**config.mk**
```make
export PLATFORM = sky130hd
export DESIGN_NAME = ise_host
export DESIGN_NICKNAME = d
export VERILOG_FILES = /design/src/rtl/ise_pkg.sv /design/src/rtl/ise_host_result_buf.sv /design/src/rtl/ise_host.sv
export SDC_FILE = /design/constraint.sdc
export NUM_CORES = 1
export LEC_CHECK = 0
export CAP_MARGIN = 10
export CORE_UTILIZATION = 30
export CTS_BUF_LIST = sky130_fd_sc_hd__clkbuf_16
export DETAILED_ROUTE_END_ITERATION = 12
export GPL_TIMING_DRIVEN = 0
export PLACE_DENSITY = 0.56
export SETUP_SLACK_MARGIN = 0.2
export SLEW_MARGIN = 20
export SYNTH_ARGS = -nofsm -noshare
export SYNTH_HDL_FRONTEND = slang
export SYNTH_SLANG_ARGS = --single-unit
```
**constraint.sdc**
```tcl
create_clock -name clk -period 10.7 [get_ports clk]
set_input_delay 2.14 -clock clk [delete_from_list [all_inputs] [get_ports clk]]
set_output_delay 2.14 -clock clk [all_outputs]
set_load 0.01 [all_outputs]
```
**src/rtl/ise_pkg.sv**
```systemverilog
// rtl/ise_pkg.sv - constants, color codes and host state encoding shared by the ise_host slice
package ise_pkg;

    localparam int PIX_PER_IMG     = 16384;
    localparam int NUM_IMG         = 32;
    localparam int COLLECT_TIMEOUT = 1023;

    localparam int PIX_W  = 14;
    localparam int IMG_W  = 5;
    localparam int RGB_W  = 24;
    localparam int COL_W  = 2;
    localparam int SLOT_W = COL_W + IMG_W;
    localparam int TMO_W  = 10;

    typedef enum logic [COL_W-1:0] {
        COLOR_R = 2'd0,
        COLOR_G = 2'd1,
        COLOR_B = 2'd2
    } color_t;

    typedef enum logic [2:0] {
        ST_IDLE     = 3'd0,
        ST_PREFETCH = 3'd1,
        ST_STREAM   = 3'd2,
        ST_GAP      = 3'd3,
        ST_COLLECT  = 3'd4,
        ST_DONE     = 3'd5
    } host_state_t;

endpackage

```
**src/rtl/ise_host_result_buf.sv**
```systemverilog
// rtl/ise_host_result_buf.sv - 32 x {color, index} result registers, one write port, combinational read
module ise_host_result_buf
    import ise_pkg::*;
(
    input  logic              clk,
    input  logic              reset,
    input  logic              i_wr_en,
    input  logic [IMG_W-1:0]  i_wr_addr,
    input  logic [SLOT_W-1:0] i_wr_data,
    input  logic [IMG_W-1:0]  i_rd_addr,
    output logic [SLOT_W-1:0] o_rd_data
);

    logic [SLOT_W-1:0] r_mem [NUM_IMG];

    always_ff @(posedge clk or posedge reset) begin
        if (reset) begin
            for (int i = 0; i < NUM_IMG; i++) begin
                r_mem[i] <= '0;
            end
        end else if (i_wr_en) begin
            r_mem[i_wr_addr] <= i_wr_data;
        end
    end

    assign o_rd_data = r_mem[i_rd_addr];

endmodule

```
**src/rtl/ise_host.sv**
```systemverilog
// rtl/ise_host.sv - streams 32 ROM images into the engine and collects its results; ISE_HOST_CHECK_EN adds index checking
module ise_host
    import ise_pkg::*;
#(
    parameter int PIXELS = PIX_PER_IMG
) (
    input  logic                   clk,
    input  logic                   reset,
    input  logic                   start,
    output logic [IMG_W+PIX_W-1:0] mem_addr,
    input  logic [RGB_W-1:0]       mem_rdata,
    output logic                   ise_rst,
    output logic [IMG_W-1:0]       image_in_index,
    output logic [RGB_W-1:0]       pixel_in,
    input  logic                   busy,
    input  logic                   out_valid,
    input  logic [COL_W-1:0]       color_index,
    input  logic [IMG_W-1:0]       image_out_index,
    input  logic [IMG_W-1:0]       rd_addr,
    output logic [COL_W-1:0]       rd_color,
    output logic [IMG_W-1:0]       rd_index,
    output logic                   done,
    output logic                   sync_err,
    output logic                   timeout_err,
    output logic                   dup_err
);

    localparam logic [PIX_W-1:0] PIX_LAST = PIX_W'(PIXELS - 1);
    // The fetch address pauses once per image so the next image's pixel 0 lands right after GAP.
    localparam logic [PIX_W-1:0] PIX_HOLD = PIX_W'(PIXELS - 3);
    localparam logic [IMG_W-1:0] IMG_LAST = IMG_W'(NUM_IMG - 1);
    localparam logic [TMO_W-1:0] TMO_LAST = TMO_W'(COLLECT_TIMEOUT - 1);

    host_state_t       r_state;
    host_state_t       w_next;
    logic              r_pre_phase;
    logic [IMG_W-1:0]  r_fetch_img;
    logic [PIX_W-1:0]  r_fetch_pix;
    logic [PIX_W-1:0]  r_pix_cnt;
    logic [IMG_W-1:0]  r_img;
    logic [RGB_W-1:0]  r_pixel;
    logic              r_ise_rst;
    logic              r_sync_err;
    logic              r_tmo_err;
    logic [TMO_W-1:0]  r_tmo_cnt;
    logic [IMG_W-1:0]  r_slot;

    logic              w_start;
    logic              w_wr_en;
    logic              w_timeout;
    logic              w_busy_bad;
    logic              w_load_pix;
    logic              w_fetch_adv;
    logic              w_last_img;
    logic [SLOT_W-1:0] w_rd_data;

    always_comb begin
        w_next      = r_state;
        w_start     = 1'b0;
        w_wr_en     = 1'b0;
        w_timeout   = 1'b0;
        w_busy_bad  = 1'b0;
        w_load_pix  = 1'b0;
        w_fetch_adv = 1'b0;
        w_last_img  = (r_img == IMG_LAST);
        unique case (r_state)
            ST_IDLE, ST_DONE: begin
                if (start) begin
                    w_start = 1'b1;
                    w_next  = ST_PREFETCH;
                end
            end
            ST_PREFETCH: begin
                w_fetch_adv = 1'b1;
                w_load_pix  = r_pre_phase;
                if (r_pre_phase) begin
                    w_next = ST_STREAM;
                end
            end
            ST_STREAM: begin
                w_busy_bad  = busy;
                w_load_pix  = 1'b1;
                w_fetch_adv = (r_pix_cnt != PIX_HOLD);
                if (r_pix_cnt == PIX_LAST) begin
                    w_next = ST_GAP;
                end
            end
            ST_GAP: begin
                w_busy_bad  = !busy;
                w_fetch_adv = 1'b1;
                w_load_pix  = !w_last_img;
                w_next      = w_last_img ? ST_COLLECT : ST_STREAM;
            end
            ST_COLLECT: begin
                w_wr_en   = out_valid;
                w_timeout = !out_valid && (r_tmo_cnt == TMO_LAST);
                if ((out_valid && (r_slot == IMG_LAST)) || w_timeout) begin
                    w_next = ST_DONE;
                end
            end
            default: begin
                w_next = ST_IDLE;
            end
        endcase
    end

    always_ff @(posedge clk or posedge reset) begin
        if (reset) begin
            r_state   <= ST_IDLE;
            r_ise_rst <= 1'b1;
        end else begin
            r_state   <= w_next;
            r_ise_rst <= (w_next == ST_IDLE) || (w_next == ST_PREFETCH) || (w_next == ST_DONE);
        end
    end

    always_ff @(posedge clk or posedge reset) begin
        if (reset) begin
            r_fetch_img <= '0;
            r_fetch_pix <= '0;
        end else if (w_start) begin
            r_fetch_img <= '0;
            r_fetch_pix <= '0;
        end else if (w_fetch_adv) begin
            if (r_fetch_pix == PIX_LAST) begin
                r_fetch_pix <= '0;
                if (r_fetch_img != IMG_LAST) begin
                    r_fetch_img <= r_fetch_img + 1'b1;
                end
            end else begin
                r_fetch_pix <= r_fetch_pix + 1'b1;
            end
        end
    end

    always_ff @(posedge clk or posedge reset) begin
        if (reset) begin
            r_pre_phase <= 1'b0;
            r_pix_cnt   <= '0;
            r_img       <= '0;
            r_pixel     <= '0;
        end else begin
            r_pre_phase <= (r_state == ST_PREFETCH) && !r_pre_phase;
            if (w_start) begin
                r_pix_cnt <= '0;
                r_img     <= '0;
            end else begin
                if (r_state == ST_STREAM) begin
                    r_pix_cnt <= (r_pix_cnt == PIX_LAST) ? '0 : r_pix_cnt + 1'b1;
                end
                if ((r_state == ST_GAP) && !w_last_img) begin
                    r_img <= r_img + 1'b1;
                end
            end
            if (w_load_pix) begin
                r_pixel <= mem_rdata;
            end
        end
    end

    always_ff @(posedge clk or posedge reset) begin
        if (reset) begin
            r_sync_err <= 1'b0;
            r_tmo_err  <= 1'b0;
            r_tmo_cnt  <= '0;
            r_slot     <= '0;
        end else if (w_start) begin
            r_sync_err <= 1'b0;
            r_tmo_err  <= 1'b0;
            r_tmo_cnt  <= '0;
            r_slot     <= '0;
        end else begin
            if (w_busy_bad) begin
                r_sync_err <= 1'b1;
            end
            if (w_timeout) begin
                r_tmo_err <= 1'b1;
            end
            // Silence is measured from COLLECT entry or from the most recent result.
            if (r_state == ST_COLLECT) begin
                r_tmo_cnt <= out_valid ? '0 : r_tmo_cnt + 1'b1;
            end
            if (w_wr_en) begin
                r_slot <= r_slot + 1'b1;
            end
        end
    end

`ifdef ISE_HOST_CHECK_EN
    logic [NUM_IMG-1:0] r_seen;
    logic [NUM_IMG-1:0] w_seen_next;
    logic               r_dup_err;

    always_comb begin
        w_seen_next = r_seen;
        if (w_wr_en) begin
            w_seen_next[image_out_index] = 1'b1;
        end
    end

    always_ff @(posedge clk or posedge reset) begin
        if (reset) begin
            r_seen    <= '0;
            r_dup_err <= 1'b0;
        end else if (w_start) begin
            r_seen    <= '0;
            r_dup_err <= 1'b0;
        end else if (r_state == ST_COLLECT) begin
            r_seen <= w_seen_next;
            if ((w_wr_en && r_seen[image_out_index]) ||
                ((w_next == ST_DONE) && !(&w_seen_next))) begin
                r_dup_err <= 1'b1;
            end
        end
    end

    assign dup_err = r_dup_err;
`else
    assign dup_err = 1'b0;
`endif

    ise_host_result_buf u_result_buf (
        .clk       (clk),
        .reset     (reset),
        .i_wr_en   (w_wr_en),
        .i_wr_addr (r_slot),
        .i_wr_data ({color_index, image_out_index}),
        .i_rd_addr (rd_addr),
        .o_rd_data (w_rd_data)
    );

    assign mem_addr       = {r_fetch_img, r_fetch_pix};
    assign ise_rst        = r_ise_rst;
    assign image_in_index = r_img;
    assign pixel_in       = r_pixel;
    assign rd_color       = w_rd_data[SLOT_W-1:IMG_W];
    assign rd_index       = w_rd_data[IMG_W-1:0];
    assign done           = (r_state == ST_DONE);
    assign sync_err       = r_sync_err;
    assign timeout_err    = r_tmo_err;

endmodule

```
* Word level (Yosys, flattened, before mapping)
Cells that the tools add are included.
** Cells by class
- Add/subtract/negate cells :: 6
- Order comparisons :: 3
- Eq/ne operators :: 14
- Muxes and demuxes :: 40
- Bitwise logic cells :: 2
- Reduce and logical (&&, ||, !) cells :: 26
** Operator list (count)
- $bwmux 224 :: 1
- $mux 14 :: 6
- $mux 5 :: 8
- $bmux 7 s5 :: 1
- $demux 7 s5 :: 1
- $mux 10 :: 3
- $add 14x1->14 const B :: 2
- $eq 14x14->1 const B :: 2
- $mux 7 :: 3
- $reduce_bool 2->1 :: 9
- $add 5x1->5 const B :: 3
- $mux 3 :: 5
- $pmux 3 s5 :: 1
- $ne 14x14->1 const B :: 1
- $ge 6x6->1 const B :: 2
- $not 5->6 :: 2
- $add 10x1->10 const B :: 1
- $eq 10x10->1 const B :: 1
- $eq 5x5->1 const B :: 2
- $eq 3x3->1 const B :: 3
- $mux 1 :: 8
- $eq 3x1->1 const B :: 2
- $eq 3x2->1 const B :: 2
- $logic_not 3->1 :: 2
- other kinds (9) :: 20
** Word-level totals
- Register bits :: 308
- Bits of input ports :: 41
- Output and inout bits :: 60
- Word-level logic and storage cells :: 135

* Logic depth before layout (Yosys ltp)
Gate-level depths: netlist (run 1).
- Depth in word-level cells :: 8
- Depth in mapped cells :: 8
- Depth with buffers taken out :: 7

* Cells and area by module
A second synthesis (run 1) with hierarchy kept.
** Unflattened totals
- Cells, all modules :: 1011
- Area, all modules :: 14397.6 µm²
** By module, submodules not included
- ise_host_result_buf :: instances 1, cells each 619, area an instance 10242.3 µm², seq. area each 5605.4 µm²
- ise_host :: instances 1, cells each 392, area an instance 4155.2 µm², seq. area each 2103.3 µm²

* Worst setup path after synthesis (run 1)
Ideal clock, no wire load.
- Kind :: input to output
- Start :: input rd_addr[1]
- End :: output rd_color[0]
- Data arrival time :: 3.445 ns
- Required time :: 8.560 ns
- Setup slack :: 5.115 ns
- Stages :: 6
- Buffers on the path :: 2
- Cells stage by stage :: buf_2 > buf_2 > mux4_2 > mux2i_1 > a22o_1 > a221oi_1
** Between the ends
- Cells in the longest elaborated chain, start to end :: 4
** Ends and longest elaborated chain
- from (decl) :: RTL line ise_host.sv:19 : input logic [IMG_W-1:0] rd_addr,
- $not 5->6 (implied by the code) :: RTL line ise_host_result_buf.sv:26 : assign o_rd_data = r_mem[i_rd_addr];
- $bmux 7 s5 :: RTL line ise_host_result_buf.sv:26
- $mux 7 (implied by the code) (2 in series) :: RTL line ise_host_result_buf.sv:26
- to (decl) :: RTL line ise_host.sv:20 : output logic [COL_W-1:0] rd_color,
No other way between the ends. The select of a mux whose other input is x is not followed.

* Worst setup path in the final report (run 1)
- Start :: input rd_addr[1]
- End :: output rd_index[3]
** Between the ends
- Cells in the longest elaborated chain, start to end :: 4
** Ends and longest elaborated chain
- $not 5->6 (implied by the code) :: RTL line ise_host_result_buf.sv:26
- $bmux 7 s5 :: RTL line ise_host_result_buf.sv:26
- $mux 7 (implied by the code) (2 in series) :: RTL line ise_host_result_buf.sv:26
- to (decl) :: RTL line ise_host.sv:21 : output logic [IMG_W-1:0] rd_index,
No other way between the ends. The select of a mux whose other input is x is not followed.

==> results of run 1 <==
==> area by class of cell <==
cell class,instances,area (sq um)
Timing Repair Buffer,106,1170
Sequential cell,308,7710
Inverter,13,52.6
Buffer,69,314
Clock buffer,38,951
Clock inverter,26,205
Tap cell,615,769
Multi-Input combinational cell,672,6450
Fill cell,4629,30100
==> registers in the layout, indices dropped and copies added, names as in the netlist, 3 cells and up <==
name and cells:
pixel_in 24, r_state 3, r_tmo_cnt 10, r_fetch_pix 14, u_result_buf.r_mem 224, r_pix_cnt 14, image_in_index 5, r_slot 5
r_fetch_img 5
==> Yosys cell counts, types with 7 or more instances <==
cell	count
buf_2	20
a21oi_1	24
nand2_1	50
or3_1	9
and3_1	18
mux2_2	243
dfrtp_1	307
nand3_1	16
o21ai_0	18
inv_1	13
nand2_2	16
nor2_1	43
clkbuf_1	38
xor2_1	17
mux2i_1	32
nand4_1	13
buf_4	8
nor3_1	7
mux4_2	56
a22o_1	10
a221oi_1	7
ha_1	14
==> cell families after synthesis <==
logic type      Yosys count
mux                     337
buf+inv                  82
xor+xnor                 22
flops                   308
fa+ha+maj                15
other cells               1
simple gates            217
compound gates           80
==> per-stage QoR <==
step,utilization [%],power (uW),setup WS (ns),cells
final,36.9,3030,3.84,1847
after CTS,36.9,3070,3.80,1847
after global routing,36.9,3170,3.71,1847
after global placement,34.0,1830,2.11,1773
after floorplan,-,1590,4.46,1062
after detailed placement,34.5,1840,3.80,1783
==> power breakdown <==
part	internal, uW	total (uW)	switching [uW]
Combinational	252	527	275
Clock	698	1210	511
Sequential	1240	1290	49.5
==> final timing paths <==
path,endpoint,cells after the start
setup / recovery,rd_index[3],6
hold / removal,r_pre_phase,1
setup reg to reg,pixel_in[8],8
hold reg to reg,r_pre_phase,1
max in group asynchronous,ise_rst,5
min in group asynchronous,u_result_buf.r_mem[202],2
==> worst reg2reg max path, stage by stage (launching register included) <==
cell and delay, ns:
dfrtp_1 0.42, ha_1 0.22, and3_1 0.18, ha_1 0.20, nand2_1 0.08, nand2_1 0.06
a21oi_2 0.40, buf_2 0.35, mux2_2 0.37
==> layer usage <==
metal  wire [um]  share of wire, %
met5           0                 0
met4        1080               2.9
met2       17300                46
met1       17200                46
met3        1730               4.6
==> metrics.md, run 1 <==
| Metric | Value |
|---|---|
| Final Hold Vio Count | 0 |
| Core ar. | approximately 48000 sq um |
| R2R Setup Slk | 8.30 ns |
| Nets | between 1000 and 1500 |
| Fin area | 17600 sq um |
| Ant. Diodes | 0 |
| Cts repair resizes | 0 |
| Hold buffers post-CTS | 0 |
| PortBufs | 96 |
| Syn Nets | about 1100 |
| Ys async rst share | between 90% and 100% |
| Met2 global-route usage | about a quarter |
| Worst-Skew Late Latency | 0.57 ns |
| Pwr/cell area | ~170 nW/um^2 |
| CP Launch Point | rd_addr[1] |
| Via density | slightly above 5 |
| Root Driver | clkbuf_16 |
| Top FF cell, synth | dfrtp_1 |
| M3 GR Usage | under 10% |
| Share of cells above drive strength 1 | about a third |
| Mean area per synthesized cell | ~14 sq um |
| 1st-iter DRT viols | 449 |
| Synth cell types | 55 |
| Initial antenna violation count | 0 |
| Rel. slew slack | about 40% |
| Die Area | 49300 sq um |
| Peak VDD IR | 0.128 mV |
| Die X | approximately 220 um |
| Multiplexer area fraction after synthesis | 30.2% |
| Slowest cell on the critical path | buf_1 |
| Mapped Cells | between 1000 and 1500 |
| Total gr overflow | 0 |
| R2R Path Start | image_in_index[0] |
| Post-Synth Simple-Gate Area | 8.01% |
| Fin Clk Skew | approximately 0.032 ns |
| Worst Path Buf+Inv | 3 |
| Commonest non-fill, non-tap cell in the layout | dfrtp_1 |
| Initial core utilization | 30.4% |
| Required @ worst endpoint | about 8.6 ns |
| GPL Wtd Cong | just under 0.8 |
| Max cap viols | 0 |
| Post-Synth XOR/XNOR Area | about 1.3% |
| Library cell with the largest summed area after synthesis | dfrtp_1 |
| RSZ-0062 raised after global routing | false |
| Complex-gate fraction of the synthesized area | about 3.6% |
| Die height | roughly 220 um |
| Critical path arrival | about 4.7 ns |
| Total GRT Usage | ~15% |
| Clock H-tree levels | 2 |
| First-pass GRT wire length | between 50000 and 60000 um |
| Most crowded layer after global routing | met2 |
| Fin. max-slew vios | 0 |
| Crit path kind | in -> out |
| Setup TNS | 0 ns |
| CP Cell Sequence | buf_2 > buf_1 > mux4_2 > mux2i_1 > a221oi_1 > clkdlybuf4s50_1 |
| Synth Register Bits | between 300 and 400 |
| YS warnings | 0 |
| Seq/Total Area, Yosys | 53.1% |
| Setup crit end kind | output port |
| Commonest cells after routing, fill and taps aside | dfrtp_1 (307), mux2_2 (243), clkdlybuf4s50_1 (96) |
| Post-Syn Area | between 10000 and 15000 sq um |
| DP HPWL | 25700 um |
| Residual DRC | 0 |
| Largest family of logic cells by synthesized area | multiplexers |
| Hold wc startpoint | r_pre_phase |
| Final ANT Viol Nets | 0 |
| Post-synth EDFFs | 0 |
| Top-level port count | just over 100 |
| Leak | around 0.0083 uW |
| Pin count of the biggest net entering global routing | 35 |
| Fmax | ~150 MHz |
| Largest fanout on the critical path | 10 |
| Met1 Track Usage GR | 20.8% |
| Clock Pin Slew Worst Setup and Hold Paths | roughly 0.050 ns |
| Final WL | around 37000 um |
| Synth top area share | a little over half |
| Crit-path max cell delay | between 0.6 and 0.7 ns |
| Routed len/inst | 20.2 um |
| Synth top area cells | dfrtp_1 (53%), mux2_2 (19%), mux4_2 (8.7%), mux2i_1 (2.2%), nand2_1 (1.3%) |
| Placed Area | 16500 sq um |
| Final hold slack | about 0.48 ns |
| Hold WC Path Type | reg -> reg |
| Final period utilization | 64.1% |
| Vias in the first global route | just under 10000 |
| CP startpoint kind | input port |
| CTS tree | done |
| Least-Margin Pin Slew | ~0.9 ns |
| Family with the most delay on the worst path | buffers and inverters |
| Pre-Repair DR Iteration Count | 5 |
| Status | finished clean |
| Row cnt | 80 |
| Layout overhead on the synthesized area | 21.3% |
| CTS Buf Count | 38 |
| Synth Area in Adders | 1.28% |
| # clock sinks | between 300 and 400 |
| Deepest clock path buffer count | 3 |
| Post-CTS Setup Bufs | 0 |
| Final Critical Period | just under 7 ns |
| Via count | just over 9000 |
| Final setup fails | 0 |
No activity file was read; power rests on OpenSTA's default activity.
==> run 2, diff against run 1 <==
PLACE_DENSITY = 0.54   (was 0.56)
clock period = 6.6 ns   (was 10.7 ns; I/O delays follow)
==> run 2 against run 1 <==
Register-to-register slack got worse by 4.1 ns; worst hold slack lost 0.0039 ns; global-route usage rose by 0.40 points; worst setup slack worse by 2.3 ns; sequential cell count unchanged; sequential share of layout area decreased by 0.14 points; clock skew decreased by 0.0077 ns; first-iteration DRC count is 27% higher; utilization up 0.12 points; highest routed layer unchanged.
==> metrics.md, run 2 (synthesis gave the netlist of run 1 again) <==
| Metric | Value |
|---|---|
| Row cnt | 80 |
| Die X | approximately 220 um |
| Slowest cell on the critical path | clkdlybuf4s50_1 |
| CTS Buf Count | 37 |
| Share of cells above drive strength 1 | around a third |
| Clock H-tree levels | 2 |
| Cts repair resizes | 0 |
| Nets | ~1300 |
| 1st-iter DRT viols | around 570 |
| Final setup fails | 0 |
| Residual DRC | 0 |
| Setup crit end kind | output port |
| Levels on crit path | 6 |
| CP Launch Point | rd_addr[1] |
| Least-Margin Pin Slew | slightly above 0.9 ns |
| Max cap viols | 0 |
| CP Cell Sequence | buf_2 > buf_1 > mux4_2 > mux2i_1 > a221oi_1 > clkdlybuf4s50_1 |
| Largest fanout on the critical path | 10 |
| RR Endpoint | pixel_in[8] |
| Crit path kind | in -> out |
| Crit-path max cell delay | around 0.62 ns |
| RSZ-0062 raised after global routing | false |
| Die height | 222 um |
| Pre-CTS WS | 1.56 ns |
| Fin Clk Skew | 0.0248 ns |
| Largest Register | u_result_buf.r_mem |
| Status | finished clean |
| Hold buffers post-CTS | 0 |
| # clock sinks | 308 |
| Commonest cells after routing, fill and taps aside | dfrtp_1 (307), mux2_2 (243), clkdlybuf4s50_1 (96) |
| Total chip power | 4970 uW |
| Final Util | between 30% and 40% |
| Pre-Repair DR Iteration Count | 5 |
| Layout overhead on the synthesized area | 21.7% |
| Hold WC Path Type | reg -> reg |
| Number of flip-flops in the largest register | about 220 |
| Via count | between 9000 and 10000 |
| Routed len/inst | slightly above 20 um |
| Required @ worst endpoint | about 5.3 ns |
| Final Hold Vio Count | 0 |
| Crit path capture | rd_index[2] |
| CTS tree | done |
| Worst Path Buf+Inv | 3 |
| Via density | between 5 and 6 |
| R2R depth | 8 |
| Initial core utilization | between 30% and 40% |
| First-pass GRT wire length | between 50000 and 60000 um |
| Clock Pin Slew Worst Setup and Hold Paths | approximately 0.060 ns |
| Total gr overflow | 0 |
| Fin area | approximately 18000 sq um |
| Final Critical Period | 5.07 ns |
| DP HPWL | 26000 um |
| Worst-Skew Late Latency | ~0.56 ns |
| Top-level port count | slightly above 100 |
| Family with the most delay on the worst path | buffers and inverters |
| Initial antenna violation count | 0 |
| R2R Setup Slk | 4.18 ns |
| Pwr/cell area | roughly 280 nW/um^2 |
| Die Area | ~49000 sq um |
| GPL Wtd Cong | 0.812 |
| R2R Path Start | image_in_index[0] |
| Critical path arrival | roughly 3.8 ns |
| Total GRT Usage | ~16% |
| Fmax | slightly below 200 MHz |
| Final ANT Viol Nets | 0 |
| PortBufs | between 90 and 100 |
| Root Driver | clkbuf_16 |
| Rel. slew slack | 38.6% |
| Peak VDD IR | 0.195 mV |
| Pin count of the biggest net entering global routing | 35 |
| Ant. Diodes | 0 |
| Setup slack after layout | between 1.5 and 2 ns |
| CP startpoint kind | input port |
| Fin. max-slew vios | 0 |
| Core ar. | ~48000 sq um |
| Final period utilization | approximately three quarters |
| Post-CTS Setup Bufs | 0 |
| Deepest clock path buffer count | 3 |
| Final WL | around 38000 um |
| Commonest non-fill, non-tap cell in the layout | dfrtp_1 |
| Leak | 0.00827 uW |
| Vias in the first global route | between 9000 and 10000 |
| Placed Area | approximately 16000 sq um |
run 2: cell count changes in the layout (fill, tap and decap cells not counted):
cell / change
inv_16: -1
bufinv_16: +2
buf_12: +1
clkinv_1: +2
clkinv_2: -2
run 2: worst min path at each step:
stage / from / end / slack, ns / depth (start not counted)
finish: r_pre_phase / r_pre_phase / 0.47 / 1
global route: r_pre_phase / r_pre_phase / 0.48 / 1
CTS: r_pre_phase / r_pre_phase / 0.47 / 1
detailed placement: r_pre_phase / r_pre_phase / 0.47 / 1
global placement: r_pre_phase / r_pre_phase / 0.45 / 1
floorplan: r_pre_phase / r_pre_phase / 0.44 / 1
run 2: where the power goes:
group	internal, uW	leakage, uW	switching (uW)
Combinational	409	0.00343	443
Sequential	2010	0.00423	86.0
Clock	1200	0.000618	820
run 2: layout make-up:
| class | instances | area [sq um] |
|---|---|---|
| multi-input combinational | 672 | 6450 |
| buffer | 69 | 314 |
| tap | 615 | 769 |
| sequential | 308 | 7710 |
| clock buffer | 38 | 951 |
| fill | 4610 | 30100 |
| clock inverter | 27 | 243 |
| inverter | 13 | 52.6 |
| timing repair buffer | 107 | 1190 |
run 2: through the flow:
step | std cells | hold slack (ns) | setup TNS, ns
final | 1849 | 0.475 | 0
after global routing | 1849 | 0.484 | 0
after CTS | 1849 | 0.473 | 0
after detailed placement | 1784 | 0.465 | 0
after global placement | 1773 | 0.454 | -366.46
after floorplan | 1062 | 0.435 | 0
run 2: layer usage:
layer	wire [um]	vias to the layer above	track usage, %
met3	1980	44	3.90
met4	630	0	3.65
met5	0	-	0
met1	17400	4812	21.4
li1	-	4211	-
met2	17900	186	25.5
==> run 3, diff against run 2 <==
PLACE_DENSITY = 0.56   (was 0.54)
clock period = 4.4 ns   (was 6.6 ns; I/O delays follow)
==> run 3 against run 2 <==
Via count is 0.93% higher; sequential share of layout area up 0.14 points; sequential cell count stayed put; routed wire length shrank 1.5%; global-route usage is 0.40 points lower; clock power is 46% higher; die area unchanged; final cell count decreased by 0.11%; register-to-register slack got worse by 2.2 ns; critical path type unchanged.
==> metrics.md, run 3 (synthesis gave the netlist of run 1 again) <==
| Metric | Value |
|---|---|
| Family with the most delay on the worst path | buffers and inverters |
| Number of flip-flops in the largest register | roughly 220 |
| Worst Path Buf+Inv | 3 |
| Crit path kind | in -> out |
| Final Hold Vio Count | 0 |
| CTS Buf Count | 38 |
| Initial antenna violation count | 0 |
| Commonest non-fill, non-tap cell in the layout | dfrtp_1 |
| Layout overhead on the synthesized area | 21.4% |
| Total GRT Usage | approximately 15% |
| Clock H-tree levels | 2 |
| Fmax | around 240 MHz |
| Rel. slew slack | about two fifths |
| Final hold slack | approximately 0.48 ns |
| Commonest cells after routing, fill and taps aside | dfrtp_1 (307), mux2_2 (243), clkdlybuf4s50_1 (96) |
| Setup crit end kind | output port |
| DP HPWL | roughly 26000 um |
| Nets | roughly 1300 |
| GPL Wtd Cong | just under 0.8 |
| Via count | 9339 |
| Critical path arrival | 3.23 ns |
| Crit-path max cell delay | a little over 0.6 ns |
| Final Util | between 30% and 40% |
| Peak VDD IR | approximately 0.31 mV |
| Pre-Repair DR Iteration Count | 5 |
| Vias in the first global route | 9743 |
| CP Cell Sequence | buf_2 > buf_2 > mux4_2 > mux2i_1 > a22o_1 > a221oi_1 > clkdlybuf4s50_1 |
| CTS tree | done |
| Final setup fails | 0 |
| Setup slack after layout | just under 0.3 ns |
| Top-level port count | 101 |
| Die Area | just under 50000 sq um |
| Via density | roughly 5.1 |
| Required @ worst endpoint | around 3.5 ns |
| Leak | ~0.0083 uW |
| Root Driver | clkbuf_16 |
| Slowest cell on the critical path | clkdlybuf4s50_1 |
| Pwr/cell area | 417 nW/um^2 |
| Final period utilization | between 90% and 100% |
| Deepest clock path buffer count | 3 |
| Crit-path most repeated cell | buf_2 |
| Routed len/inst | ~20 um |
| Total gr overflow | 0 |
| Residual DRC | 0 |
| CP startpoint kind | input port |
| First-pass GRT wire length | around 58000 um |
| # clock sinks | between 300 and 400 |
| Core ar. | ~48000 sq um |
| Largest fanout on the critical path | 10 |
| 1st-iter DRT viols | roughly 460 |
| Clock Pin Slew Worst Setup and Hold Paths | around 0.050 ns |
| Pin count of the biggest net entering global routing | 35 |
| Final WL | ~37000 um |
| Ant. Diodes | 0 |
| Largest Register | u_result_buf.r_mem |
| Hold WC Path Type | reg -> reg |
| PortBufs | 96 |
| Initial core utilization | approximately 30% |
| Fin Clk Skew | approximately 0.033 ns |
| Row cnt | 80 |
| Die height | roughly 220 um |
| Fillers | ~4600 |
| Die X | ~220 um |
| Pre-CTS WS | 0.0215 ns |
| RSZ-0062 raised after global routing | false |
| Final ANT Viol Nets | 0 |
| Least-Margin Pin Slew | 0.872 ns |
| Worst-Skew Late Latency | 0.57 ns |
| Fin. max-slew vios | 0 |
| Final Critical Period | 4.11 ns |
| Status | finished clean |
| Max cap viols | 0 |
| Share of cells above drive strength 1 | between 30% and 40% |
## run 3: changes by cell type in the layout (fill, tap and decap cells not counted), sizes merged
cell	delta
bufinv	-2
buf	-1
inv	+1
## run 3: metal layers
layer	wire [um]	track usage, %	vias to the layer above
li1	-	-	4195
met1	17200	20.8	4857
met2	17200	24.4	217
met3	1820	3.49	70
met4	1110	5.26	0
met5	0	0	-
## run 3: what timing repair did
| item | 4_1_cts | 5_1_grt |
|---|---|---|
| endpoints found under the hold margin | 0 | 0 |
| hold buffers | 0 | 0 |
| setup endpoints to repair | 5 | 2 |
| resized for setup | 1 | 3 |
| buffers inserted | 0 | 0 |
## run 3: path summary, 6_finish.rpt
check	slack, ns	start	endpoint	cells after the start
max	0.29	rd_addr[1]	rd_index[3]	7
min reg2reg	0.48	r_pre_phase	r_pre_phase	1
min in group asynchronous	0.72	reset	u_result_buf.r_mem[202]	2
max reg2reg	2.00	image_in_index[0]	pixel_in[8]	8
min	0.48	r_pre_phase	r_pre_phase	1
max in group asynchronous	2.62	reset	ise_rst	5
## run 3: area by class of cell
type / instances / area [sq um] / share of cell area (%)
Clock buffer: 38 / 951 / 5.40
Clock inverter: 26 / 205 / 1.16
Tap cell: 615 / 769 / 4.37
Buffer: 69 / 317 / 1.80
Multi-Input combinational cell: 672 / 6450 / 36.6
Inverter: 13 / 52.6 / 0.298
Timing Repair Buffer: 106 / 1170 / 6.63
Sequential cell: 308 / 7710 / 43.7
## run 3: through the flow
stage,instances,TNS (ns),power (uW),area (sq um)
after floorplan,1062,-177.49,3870,14500
after CTS,1847,0,7480,17600
after global routing,1847,0,7710,17600
final,1847,0,7350,17600
after detailed placement,1783,0,4480,16500
after global placement,1773,-892.57,4460,16300
## run 3: report_power, final
group | internal, uW | total, uW | leakage, uW | switching [uW]
clock | 1700 | 2940 | 0.000604 | 1240
combinational | 612 | 1280 | 0.00342 | 670
sequential | 3020 | 3140 | 0.00423 | 120
total | 5320 | 7350 | 0.00826 | 2030
